===== src/rtl/decimal_pkg.sv =====
// Shared types and constants for the decimal keypad entry path.
package decimal_pkg;

  // Entry state, derived from how many digits are held.
  typedef enum logic [1:0] {
    EMPTY = 2'd0,
    ENTRY = 2'd1,
    FULL  = 2'd2
  } state_t;

  localparam int BCD_MAX   = 9;
  localparam int DEC_RADIX = 10;

  // Bit positions of the three keys in the packed key/edge vectors.
  localparam int KEY_DIG = 0;
  localparam int KEY_DEL = 1;
  localparam int KEY_ENT = 2;
  localparam int NUM_KEYS = 3;

endpackage


===== src/rtl/decimal_entry_key_edge.sv =====
// Rising-edge detector for one synchronized key level.
module key_edge (
  input  logic clk,
  input  logic resetn,
  input  logic level,
  output logic pulse
);

  logic prev;

  // prev resets high so a key already held through reset never fires.
  always_ff @(posedge clk or negedge resetn) begin
    if (!resetn) prev <= 1'b1;
    else         prev <= level;
  end

  assign pulse = level & ~prev;

endmodule


===== src/rtl/decimal_entry.sv =====
// Keypad entry: accumulates up to MAX_DIGITS BCD digits into a binary value
// with delete, enter and range checking.
module decimal_entry
  import decimal_pkg::*;
#(
  parameter int WIDTH      = 7,
  parameter int MAX_VALUE  = 127,
  parameter int MAX_DIGITS = 3
) (
  input  logic             clk,
  input  logic             resetn,
  input  logic [3:0]       digit_in,
  input  logic             digit_key,
  input  logic             del_key,
  input  logic             enter_key,
  output logic [WIDTH-1:0] acc,
  output logic [1:0]       digit_count,
  output logic [WIDTH-1:0] result,
  output logic             result_valid,
  output logic             err
);

  localparam int NW = WIDTH + 4;

  logic [NUM_KEYS-1:0] keys;
  logic [NUM_KEYS-1:0] edges;
  state_t              state;
  logic [NW-1:0]       acc_ext;
  logic [NW-1:0]       next_val;
  logic [WIDTH-1:0]    acc_div;
  logic [1:0]          count_inc;
  logic                digit_bad;

  assign keys[KEY_DIG] = digit_key;
  assign keys[KEY_DEL] = del_key;
  assign keys[KEY_ENT] = enter_key;

  for (genvar k = 0; k < NUM_KEYS; k++) begin : g_key
    key_edge u_edge (
      .clk   (clk),
      .resetn(resetn),
      .level (keys[k]),
      .pulse (edges[k])
    );
  end

  // x10 as shift-add in the widened domain so overflow past MAX_VALUE is visible.
  assign acc_ext   = {4'b0, acc};
  assign next_val  = (acc_ext << 3) + (acc_ext << 1) + {{WIDTH{1'b0}}, digit_in};
  assign acc_div   = acc / WIDTH'(DEC_RADIX);
  assign count_inc = digit_count + 2'd1;
  assign digit_bad = (digit_in > 4'(BCD_MAX)) || (state == FULL) ||
                     (next_val > NW'(MAX_VALUE));

  // Entry FSM: one action per cycle, enter > del > digit; strobes self-clear.
  always_ff @(posedge clk or negedge resetn) begin
    if (!resetn) begin
      state        <= EMPTY;
      acc          <= '0;
      digit_count  <= '0;
      result       <= '0;
      result_valid <= 1'b0;
      err          <= 1'b0;
    end else begin
      result_valid <= 1'b0;
      err          <= 1'b0;
      if (edges[KEY_ENT]) begin
        if (state == EMPTY) begin
          err <= 1'b1;
        end else begin
          result       <= acc;
          result_valid <= 1'b1;
          acc          <= '0;
          digit_count  <= '0;
          state        <= EMPTY;
        end
      end else if (edges[KEY_DEL]) begin
        if (state == EMPTY) begin
          err <= 1'b1;
        end else begin
          acc         <= acc_div;
          digit_count <= digit_count - 2'd1;
          state       <= (digit_count == 2'd1) ? EMPTY : ENTRY;
        end
      end else if (edges[KEY_DIG]) begin
        if (digit_bad) begin
          err <= 1'b1;
        end else begin
          acc         <= next_val[WIDTH-1:0];
          digit_count <= count_inc;
          state       <= (count_inc == 2'(MAX_DIGITS)) ? FULL : ENTRY;
        end
      end
    end
  end

endmodule


===== config.mk =====
export PLATFORM = sky130hd
export DESIGN_NAME = decimal_entry
export DESIGN_NICKNAME = d
export VERILOG_FILES = /design/src/rtl/decimal_pkg.sv /design/src/rtl/decimal_entry_key_edge.sv /design/src/rtl/decimal_entry.sv
export SDC_FILE = /design/constraint.sdc
export NUM_CORES = 1
export LEC_CHECK = 0
export CORE_ASPECT_RATIO = 1.25
export CORE_UTILIZATION = 35
export CTS_CLUSTER_SIZE = 16
export DETAILED_ROUTE_END_ITERATION = 10
export PLACE_DENSITY_LB_ADDON = 0.2
export SYNTH_ARGS = -nofsm -noshare
export SYNTH_HDL_FRONTEND = slang
export SYNTH_SLANG_ARGS = --single-unit

===== constraint.sdc =====
create_clock -name clk -period 3.5 [get_ports clk]
set_clock_uncertainty 0.15 [all_clocks]
set_input_delay 0.35 -clock clk [delete_from_list [all_inputs] [get_ports clk]]
set_output_delay 0.35 -clock clk [all_outputs]
set_load 0.1 [all_outputs]

==> flow_summary_export.csv <==
group,metric,value,unit
final_layout,antenna_cells,0,
clocking,cts_sinks,23,
setup_path,cp-start-kind,"input port",
grt,antenna_found_initial,0,
routing,vias,1219,
place,gp_congestion,0.8532,
min_path,hold_start,"result[6]",
sta,fin_tns_setup,0,ps
sta,rsz0062_at_grt,"false",
floorplan,core,0.004197,mm2
synthesis,synth_most_common_cell,"dfrtp_1",
synthesis,synthDistinctLibCells,47,
routing,wire_per_inst,15.02,um
synthesis,synthCells,147,
setup_path,cp-end-kind,"register",
grt,grt_pass1_vias,1219,
synthesis,synthTopCellsByArea,"dfrtp_1 (32%), ha_1 (12%), mux2_2 (5.7%)",
sta,clock.fmax,326.1,MHz
synthesis,yosys_warnings,0,
routing,drc,0,
synthesis,syn_area,0.001577,mm2
clocking,cts_resized,0,
place,place_hpwl,2.703,mm
floorplan,dieHeight,77.04,um
synthesis,syn_avg_cell_area,10.72,um2
clocking,clock_path_buffers,2,
setup_path,arrival,3070,ps
min_path,hp-class,"reg -> reg",
clocking,clockRootBuffer,"clkbuf_8",
setup_path,cpMostUsedCell,"fa_1",
setup_path,worstRegToRegCells,10,
grt,overflow,0,
min_path,hold_end,"result[6]",
synthesis,synth_area_leader_cell,"dfrtp_1",
setup_path,path_delay_family,"adder cells",
floorplan,io_pins,27,
floorplan,dieArea,0.004778,mm2
routing,dr.pass1.iters,4,
sta,tightest_slew,990.1,ps
final_layout,register_area,579.3,um2
clocking,clk_pin_slew,80,ps
routing,ant_nets,0,
clocking,clock_latency,260,ps
place,io_buffers,26,
final_layout,multiInputGateArea,910.9,um2
final_layout,areaGrowthSynthToFinish,22.62,%
final_layout,fillers,408,
final_layout,final_core_util,46.06,%
sta,finalCriticalPeriod,3066,ps
synthesis,yosysSeqAreaShare,36.75,%
clocking,cts_setup_buffers,0,
routing,drt_wl_total,3.470,mm
sta,final-setup-viol-count,0,
job,maxCapViolCount,0,
min_path,hold_depth,1,
routing,via_per_inst,5.277,
setup_path,path_class,"in -> reg",
setup_path,crit_slowest_cell,"fa_1",
clocking,cts_max_level,1,
final_layout,final_nets,202,
synthesis,ys_ff_latch,23,
synthesis,async_flop_share,100.0,%
place,dp.cells,227,
setup_path,critical_path.max_stage_delay,530,ps
grt,track_usage,15.93,%
sta,slew_headroom,33.78,%
final_layout,drive_gt1_share,19.43,%
setup_path,worst-path-stages,10,
clocking,hold_buffers,0,
sta,drv_slew,0,
grt,grt_max_degree,24,
synthesis,synth.top_cell.area_share,31.75,%
clocking,cts_tree,"built",
sta,hold_violations,0,
clocking,cts_buffers,3,
setup_path,r2r-end,"acc[4]",
status,status,"completed",
synthesis,syn_nets,173,
setup_path,crit_fanout,11,
sta,final.period_utilization,87.61,%
setup_path,path_buf_inv,2,
setup_path,cp_cell_sequence,"clkdlybuf4s50_1 > fa_1 > inv_1 > fa_1 > and2b_1 > o22ai_2 > nand2_1 > mux2i_1 > o2bb2ai_2 > mux2_2",
synthesis,ys_top_cells_by_count,"dfrtp_1 (20), ha_1 (15), inv_1 (11)",
floorplan,dieWidth,62.03,um
setup_path,r2r_slack,450,ps
grt,grt_pass1_wl,5.692,mm
synthesis,synth_edf_count,0,
synthesis,synthFlopType,"dfrtp_1",
floorplan,initial_utilization,37.57,%
setup_path,timing.rr.start,"acc[1]",
setup_path,required,3500,ps
final_layout,instances_no_fill,231,
floorplan,rows,26,
routing,drtIter0Drc,33,
==> placed cells by master, fill, tap and decap left out, drive strengths merged, types with 2 or more instances in the layout <==
cell	Yosys	final
inv	11	11
or2	2	2
nand3b	2	2
dfrtp	20	20
and2b	2	2
dfstp	3	3
nor2	8	8
mux2i	6	6
nand2	9	9
fa	2	2
clkbuf	2	3
xor2	3	3
nand2b	3	3
o22ai	2	2
mux2	13	13
ha	15	15
o21ai	7	7
a211oi	2	2
clkdlybuf4s50	0	24
nor3	2	2
a31oi	5	5
o311ai	2	2
a21oi	4	4
nor2b	4	4
buf	4	6
==> state kept, by name, summed over array words and instances (netlist names) <==
| signal | flops |
|---|---|
| state | 2 |
| digit_count | 2 |
| result_valid | 1 |
| g_key.u_edge.prev | 3 |
| acc | 7 |
| err | 1 |
| result | 7 |
==> metrics by stage <==
stage	setup WS [ps]	hold WS (ps)	area (um2)
after floorplan	140.0	-95.59	1577
after global placement	198.2	342.7	1887
after detailed placement	155.8	345.3	1887
after CTS	431.1	364.1	1933
after global routing	258.2	362.2	1933
final	433.6	364.7	1933
==> cell families after synthesis <==
family | count (synthesis) | share of synthesized area [%]
buffers and inverters | 17 | 5.477
AOI/OAI and AO/OA | 31 | 13.89
and+or+nand+nor | 36 | 12.94
DFF | 23 | 36.75
xor gates and xnor gates | 4 | 2.223
muxes | 19 | 14.29
adders and majority gates | 17 | 14.44
==> layer usage <==
layer	share of wire, %	GRT usage, %	wire, um
met1	46	21.89	1610
met3	3.4	2.530	119
met5	0	0	0
met4	2.0	6.000	68
met2	48	24.47	1670
==> worst max path at each step <==
| stage | startpoint | to |
|---|---|---|
| after global placement | digit_in[3] | acc[4] |
| after global routing | digit_in[3] | acc[4] |
| after detailed placement | digit_in[3] | acc[4] |
| final | digit_in[3] | acc[4] |
| after floorplan | acc[2] | acc[2] |
| after CTS | digit_in[3] | acc[4] |
==> final cells by class <==
cell class | count | area share [%]
Clock buffer | 3 | 2.136
Clock inverter | 1 | 0.2589
Inverter | 11 | 2.136
Multi-Input combinational cell | 107 | 47.12
Sequential cell | 23 | 29.97
Tap cell | 56 | 3.625
Timing Repair Buffer | 30 | 14.76
Power is left out: the tool's default activity adds up to more than one toggle a clock period on the data nets, which glitch-free logic cannot reach.
